[config.mk]
export PLATFORM = sky130hd
export DESIGN_NAME = pulse_sequence_monitor
export DESIGN_NICKNAME = d
export VERILOG_FILES = /design/src/rtl/pulse_pkg.sv /design/src/rtl/pulse_pattern_decode.sv /design/src/rtl/pulse_sequence_monitor.sv
export SDC_FILE = /design/constraint.sdc
export NUM_CORES = 1
export LEC_CHECK = 0
export CAP_MARGIN = 25
export CORE_MARGIN = 2
export CORE_UTILIZATION = 35
export DETAILED_ROUTE_END_ITERATION = 8
export PLACE_DENSITY = 0.57
export SLEW_MARGIN = 20
export SYNTH_ARGS = -nofsm -noshare
export SYNTH_HDL_FRONTEND = slang
export SYNTH_HIERARCHICAL = 1
export SYNTH_SLANG_ARGS = --single-unit
export TNS_END_PERCENT = 10
[constraint.sdc]
create_clock -name clk_in -period 3.7 [get_ports clk_in]
set_input_delay 0.74 -clock clk_in [delete_from_list [all_inputs] [get_ports clk_in]]
set_output_delay 0.74 -clock clk_in [all_outputs]
set_load 0.02 [all_outputs]
[src/rtl/pulse_pkg.sv]
// Shared pulse-bus definitions: pattern encodings, phase codes, the 16-phase
// expected sequence and the mask of phases that carry a measure trigger.
package pulse_pkg;

    localparam int unsigned PAT_W    = 8;
    localparam int unsigned CODE_W   = 3;
    localparam int unsigned IDX_W    = 4;
    localparam int unsigned N_PHASES = 16;

    localparam logic [CODE_W-1:0] CODE_IDLE = 3'd0;
    localparam logic [CODE_W-1:0] CODE_RPOS = 3'd1;
    localparam logic [CODE_W-1:0] CODE_MEAS = 3'd2;
    localparam logic [CODE_W-1:0] CODE_WNEG = 3'd3;
    localparam logic [CODE_W-1:0] CODE_RNEG = 3'd4;
    localparam logic [CODE_W-1:0] CODE_WPOS = 3'd5;
    localparam logic [CODE_W-1:0] CODE_BAD  = 3'd7;

    localparam logic [PAT_W-1:0] PAT_IDLE = 8'b1000_0001;
    localparam logic [PAT_W-1:0] PAT_RPOS = 8'b1000_1001;
    localparam logic [PAT_W-1:0] PAT_MEAS = 8'b1000_0101;
    localparam logic [PAT_W-1:0] PAT_WNEG = 8'b1001_0001;
    localparam logic [PAT_W-1:0] PAT_RNEG = 8'b1010_0001;
    localparam logic [PAT_W-1:0] PAT_WPOS = 8'b1000_0011;

    localparam logic [CODE_W-1:0] EXP_SEQ [N_PHASES] = '{
        CODE_RPOS, CODE_IDLE, CODE_MEAS, CODE_IDLE,
        CODE_WNEG, CODE_IDLE, CODE_MEAS, CODE_IDLE,
        CODE_RNEG, CODE_IDLE, CODE_MEAS, CODE_IDLE,
        CODE_WPOS, CODE_IDLE, CODE_MEAS, CODE_IDLE
    };

    // Bit i set: entering phase i must be followed one clock later by a trigger.
    localparam logic [N_PHASES-1:0] TRIG_MASK = 16'b0000_0000_0100_0100;

endpackage

[src/rtl/pulse_pattern_decode.sv]
// Combinational pattern-to-phase-code decoder; unknown patterns map to BAD.
module pulse_pattern_decode
    import pulse_pkg::*;
(
    input  logic [PAT_W-1:0]  pattern_i,
    output logic [CODE_W-1:0] code_o
);

    always_comb begin
        code_o = CODE_BAD;
        case (pattern_i)
            PAT_IDLE: code_o = CODE_IDLE;
            PAT_RPOS: code_o = CODE_RPOS;
            PAT_MEAS: code_o = CODE_MEAS;
            PAT_WNEG: code_o = CODE_WNEG;
            PAT_RNEG: code_o = CODE_RNEG;
            PAT_WPOS: code_o = CODE_WPOS;
            default:  code_o = CODE_BAD;
        endcase
    end

endmodule

[src/rtl/pulse_sequence_monitor.sv]
// Receive-side monitor for the pulse-pattern bus: decodes phases, measures their
// length, checks the 16-phase sequence and trigger placement, and counts events.
module pulse_sequence_monitor
    import pulse_pkg::*;
#(
    parameter int unsigned DUR_W = 22,
    parameter int unsigned CNT_W = 16
) (
    input  logic              clk_in,
    input  logic              reset,
    input  logic [PAT_W-1:0]  signal_in,
    input  logic              trigger_in,
    output logic              locked,
    output logic              phase_valid,
    output logic [IDX_W-1:0]  phase_index,
    output logic [CODE_W-1:0] phase_code,
    output logic [DUR_W-1:0]  phase_dur,
    output logic              seq_error,
    output logic              trig_error,
    output logic [CNT_W-1:0]  cycle_count,
    output logic [CNT_W-1:0]  error_count
);

    localparam int unsigned CNT_XW = CNT_W + 1;

    localparam logic [0:0] ST_UNLOCKED = 1'b0;
    localparam logic [0:0] ST_LOCKED   = 1'b1;

    logic [PAT_W-1:0]  s_q, s_prev_q;
    logic              t_q;
    logic [CODE_W-1:0] code_prev_q;
    logic [CODE_W-1:0] cur_code_c;
    logic              boundary_c;

    logic [0:0]        state_q, state_d;
    logic [IDX_W-1:0]  exp_idx_q, exp_idx_d, next_idx_c;
    logic [DUR_W-1:0]  dur_q, dur_d;
    logic              trig_due_q, trig_due_d;
    logic              pv_q, pv_d;
    logic [IDX_W-1:0]  pidx_q, pidx_d;
    logic [CODE_W-1:0] pcode_q, pcode_d;
    logic [DUR_W-1:0]  pdur_q, pdur_d;
    logic              seq_err_q, seq_err_d;
    logic              trig_err_q, trig_err_d;
    logic [CNT_W-1:0]  cyc_cnt_q, cyc_cnt_d;
    logic [CNT_W-1:0]  err_cnt_q, err_cnt_d;
    logic [1:0]        err_inc_c;
    logic [CNT_XW-1:0] err_sum_c;

    pulse_pattern_decode u_decode (
        .pattern_i (s_q),
        .code_o    (cur_code_c)
    );

    assign boundary_c = (s_q != s_prev_q);
    assign next_idx_c = exp_idx_q + IDX_W'(1);

    always_ff @(posedge clk_in) begin
        if (reset) begin
            s_q         <= '0;
            s_prev_q    <= '0;
            t_q         <= 1'b0;
            code_prev_q <= CODE_IDLE;
            state_q     <= ST_UNLOCKED;
            exp_idx_q   <= '0;
            dur_q       <= '0;
            trig_due_q  <= 1'b0;
            pv_q        <= 1'b0;
            pidx_q      <= '0;
            pcode_q     <= '0;
            pdur_q      <= '0;
            seq_err_q   <= 1'b0;
            trig_err_q  <= 1'b0;
            cyc_cnt_q   <= '0;
            err_cnt_q   <= '0;
        end else begin
            s_q         <= signal_in;
            s_prev_q    <= s_q;
            t_q         <= trigger_in;
            code_prev_q <= cur_code_c;
            state_q     <= state_d;
            exp_idx_q   <= exp_idx_d;
            dur_q       <= dur_d;
            trig_due_q  <= trig_due_d;
            pv_q        <= pv_d;
            pidx_q      <= pidx_d;
            pcode_q     <= pcode_d;
            pdur_q      <= pdur_d;
            seq_err_q   <= seq_err_d;
            trig_err_q  <= trig_err_d;
            cyc_cnt_q   <= cyc_cnt_d;
            err_cnt_q   <= err_cnt_d;
        end
    end

    // Next-state, phase reporting and error detection.
    always_comb begin
        state_d    = state_q;
        exp_idx_d  = exp_idx_q;
        trig_due_d = 1'b0;
        pv_d       = 1'b0;
        pidx_d     = pidx_q;
        pcode_d    = pcode_q;
        pdur_d     = pdur_q;
        seq_err_d  = 1'b0;
        trig_err_d = 1'b0;
        cyc_cnt_d  = cyc_cnt_q;

        if (boundary_c) begin
            dur_d = DUR_W'(1);
        end else if (&dur_q) begin
            dur_d = dur_q;
        end else begin
            dur_d = dur_q + DUR_W'(1);
        end

        case (state_q)
            ST_UNLOCKED: begin
                if (boundary_c && (cur_code_c == CODE_RPOS)) begin
                    state_d   = ST_LOCKED;
                    exp_idx_d = '0;
                end
            end
            ST_LOCKED: begin
                trig_err_d = (trig_due_q != t_q);
                if (boundary_c) begin
                    pv_d    = 1'b1;
                    pidx_d  = exp_idx_q;
                    pcode_d = code_prev_q;
                    pdur_d  = dur_q;
                    if (cur_code_c == EXP_SEQ[next_idx_c]) begin
                        exp_idx_d  = next_idx_c;
                        trig_due_d = TRIG_MASK[next_idx_c];
                        if ((exp_idx_q == IDX_W'(N_PHASES - 1)) && !(&cyc_cnt_q)) begin
                            cyc_cnt_d = cyc_cnt_q + CNT_W'(1);
                        end
                    end else begin
                        seq_err_d = 1'b1;
                        // An RPOS onset is itself a valid lock point, so relock in place.
                        if (cur_code_c == CODE_RPOS) begin
                            exp_idx_d = '0;
                        end else begin
                            state_d = ST_UNLOCKED;
                        end
                    end
                end
            end
            default: state_d = ST_UNLOCKED;
        endcase

        err_inc_c = {1'b0, seq_err_d} + {1'b0, trig_err_d};
        err_sum_c = CNT_XW'(err_cnt_q) + CNT_XW'(err_inc_c);
        err_cnt_d = err_sum_c[CNT_XW-1] ? {CNT_W{1'b1}} : err_sum_c[CNT_W-1:0];
    end

    assign locked      = state_q;
    assign phase_valid = pv_q;
    assign phase_index = pidx_q;
    assign phase_code  = pcode_q;
    assign phase_dur   = pdur_q;
    assign seq_error   = seq_err_q;
    assign trig_error  = trig_err_q;
    assign cycle_count = cyc_cnt_q;
    assign error_count = err_cnt_q;

endmodule

==> results of run 1 <==
-- critical path, delay by kind of cell (launching register included) --
kind	cells	cell delay, ps
and+or+nand+nor	7	1220
AOI/OAI and AO/OA	3	650
adders and majority gates	2	630
DFF	1	350
buffers and inverters	2	310
xor gates and xnor gates	1	180
-- per-layer routing --
layer  vias up  routed length (um)  global-route usage
met5         -                   0                   0
met4         0                 214              0.0719
met3        16                 438              0.0292
met2        79                4580               0.230
met1      1833                5570               0.212
li1       2011                   -                   -
-- flip-flops by register name (all words and copies together), names as in the netlist --
register     flops
seq_error        1
error_count     16
locked           1
phase_dur       22
dur_q           22
trig_error       1
t_q              1
code_prev_q      3
s_prev_q         8
trig_due_q       1
phase_index      4
phase_code       3
s_q              8
phase_valid      1
cycle_count     16
exp_idx_q        4
-- cell families after synthesis --
kind of cell / count (synthesis)
AO/OA/AOI/OAI: 97
adder cells (fa/ha/maj): 10
AND/OR/NAND/NOR: 241
XOR/XNOR: 42
flip-flops: 112
buffers and inverters: 32
multiplexers: 5
-- layout make-up --
type | count | area (um^2)
tap | 176 | 220
multi-input combinational | 395 | 2410
clock inverter | 3 | 40.0
inverter | 9 | 33.8
timing repair buffer | 85 | 821
sequential | 112 | 2240
clock buffer | 13 | 260
fill | 1299 | 7210
-- where the power goes --
group | leakage [nW] | total, mW | switching, mW | internal [mW]
Sequential | 0.908 | 1.23 | 0.00925 | 1.22
Combinational | 0.971 | 0.0555 | 0.0309 | 0.0245
Clock | 0.150 | 0.988 | 0.428 | 0.561
-- final timing paths --
path,endpoint,slack [ps],depth (start not counted)
setup / recovery,error_count[7],300,15
hold / removal,phase_code[2],440,2
setup reg to reg,error_count[7],300,15
hold reg to reg,phase_code[2],440,2
-- metrics by stage --
step	utilization	hold slack, ps
2_1_floorplan	-	417
3_3_place_gp	0.430	442
3_5_place_dp	0.430	433
4_1_cts	0.453	444
5_1_grt	0.455	472
6_report	0.455	445
-- cells in the mapped netlist, types with 5 or more instances --
cell	number
o21ai_0	8
clkbuf_1	16
nor2_1	33
dfxtp_1	112
or3_1	9
and3_1	9
nand2_1	86
or4_1	8
nand3_1	18
a31oi_1	6
xnor2_1	17
ha_1	7
nand4_1	12
nor3_1	12
inv_1	9
a21oi_1	63
nor2b_1	22
xor2_1	23
o31ai_1	5
-- timing repair --
action / in CTS / in global routing
resized for setup: 0 / 8
endpoints found under the setup margin: 0 / 15
buffers inserted: 0 / 1
hold endpoints to repair: 0 / 0
==> results.sh, run 1 <==
export IMPL_ys_warn_count=6
export IMPL_numCtsBuffers=9
export IMPL_drive_gt1_frac=0.0843
export IMPL_ant_nets=0
export IMPL_clk_pin_slew_ps=70
export IMPL_ys_seq_area_frac=0.471
export IMPL_fp_coreArea_um2=13200
export IMPL_layout_common_cells="dfxtp_1 (111), nand2_1 (86), clkdlybuf4s50_1 (74), a21oi_1 (63), nor2_1 (33)"
export IMPL_grt_ovfl_total=0
export IMPL_max_slew_margin=0.436
export IMPL_initial_core_util=0.359
export IMPL_die_w_um=121
export IMPL_cts_sinks=112
export IMPL_grt_max_degree=40
export IMPL_hpwlAfterDp_mm=7.46
export IMPL_fin_crit_sh=0.920
export IMPL_cts_root_buf="clkbuf_16"
export IMPL_setup_tns_ps=0
export IMPL_finalPower_mw=2.27
export IMPL_synthToLayoutAreaGrowth_pct=26.7
export IMPL_finalWirelength_mm=10.8
export IMPL_synth_top_family_by_area="simple AND/OR/NAND/NOR gates"
export IMPL_ys_ff_latch=112
export IMPL_yosys_area_share_simple=0.257
export IMPL_tightest_slew_ps=839
export IMPL_port_buffers=75
export IMPL_required_ps=3980
export IMPL_dp_cells=776
export IMPL_critPathSlowestCell="fa_1"
export IMPL_synth_top_area_cell="dfxtp_1"
export IMPL_drt_pass1_iterations=5
export IMPL_synth_edf_count=0
export IMPL_crit_fanout=13
export IMPL_outcome="finished, final reports clean"
export IMPL_drv_cap=0
export IMPL_synth_compound_area_frac=0.121
export IMPL_wire_per_inst_um=13.6
export IMPL_tritoncts="yes"
export IMPL_cts_hold_buf=0
export IMPL_final_common_cell="dfxtp_1"
export IMPL_hold_viol_final=0
export IMPL_routed_via_count=3939
export IMPL_hp_class="reg2reg"
export IMPL_synth_area_top_cells="dfxtp_1 (47%), nand2_1 (6.8%), a21oi_1 (6.6%)"
export IMPL_vias_per_cell=4.97
export IMPL_gr_usage_all_layers=0.153
export IMPL_fin_crit_ps=3400
export IMPL_final_area_um2=6030
export IMPL_num_io_pins=76
export IMPL_dieHeight_um=121
export IMPL_grt_pass1_wl_mm=17.9
export IMPL_clock_latency_ps=350
export IMPL_worstSetupStartpointType="register"
export IMPL_setup_ws_ps=297
export IMPL_grt_pass1_vias=3692
export IMPL_peakVddDrop_uv=210
export IMPL_dp_slack_ps=135
export IMPL_die_area_um2=14500
export IMPL_skew_ps=6.75
export IMPL_netlist_area_um2=4760
export IMPL_critical_path_class="reg2reg"
export IMPL_nets=631
export IMPL_yosys_area_share_adder=0.0271
export IMPL_drtIter0Drc=224
export IMPL_async_flop_share=0
export IMPL_antenna_found_initial=0
export IMPL_ys_types=56
export IMPL_p_leak_nw=2.03
export IMPL_syn_nets=558
export IMPL_synthXorXnorAreaFrac=0.0805
export IMPL_clk_path_buf_depth=2
export IMPL_antennaDiodeCount=0
export IMPL_rows=42
export IMPL_power_density_nw_per_um2=376
export IMPL_synth_ff_type="dfxtp_1"
export IMPL_hold_start="code_prev_q[2]"
export IMPL_crit_chain="a211o_2 -> or3_4 -> xor2_1 -> nand4b_1 -> o311ai_4 -> nand2_2 -> nand2_1 -> fa_1 -> inv_1 -> ha_2 -> nand3_1 -> nor3_2 -> nand4_1 -> buf_4 -> a21oi_1"
export IMPL_max_freq_mhz=294
export IMPL_cp_startpoint="s_q[2]"
export IMPL_synth_top_cell_area_share=0.471
export IMPL_r2r_start="s_q[2]"
export IMPL_drv_slew=0
export IMPL_cts_htree_levels=3
export IMPL_placed_cell_area_um2=5690
export IMPL_drc=0
export IMPL_setup_violations=0
export IMPL_finalNonFillerCells=793
export IMPL_synthMuxAreaShare=0.0150
export IMPL_cp_end_kind="register"
export IMPL_syn_avg_cell_area_um2=8.83
export IMPL_worstPathArrival_ps=3680
export IMPL_gp_congestion=0.808
export IMPL_synthCells=539
export IMPL_slowest_delay_ps=410
(Power assumes the default switching activity.)
==> inputs of run 2 (changes only) <==
- ABC_CLOCK_PERIOD_IN_PS: unset -> 3700
==> results of run 2 <==
The final DEF is identical to that of run 1; final timing and power are the same.
==> inputs of run 3 (changes only) <==
- SLEW_MARGIN: 20 -> unset
==> results of run 3 <==
The final DEF is identical to that of run 1; final timing and power are the same.
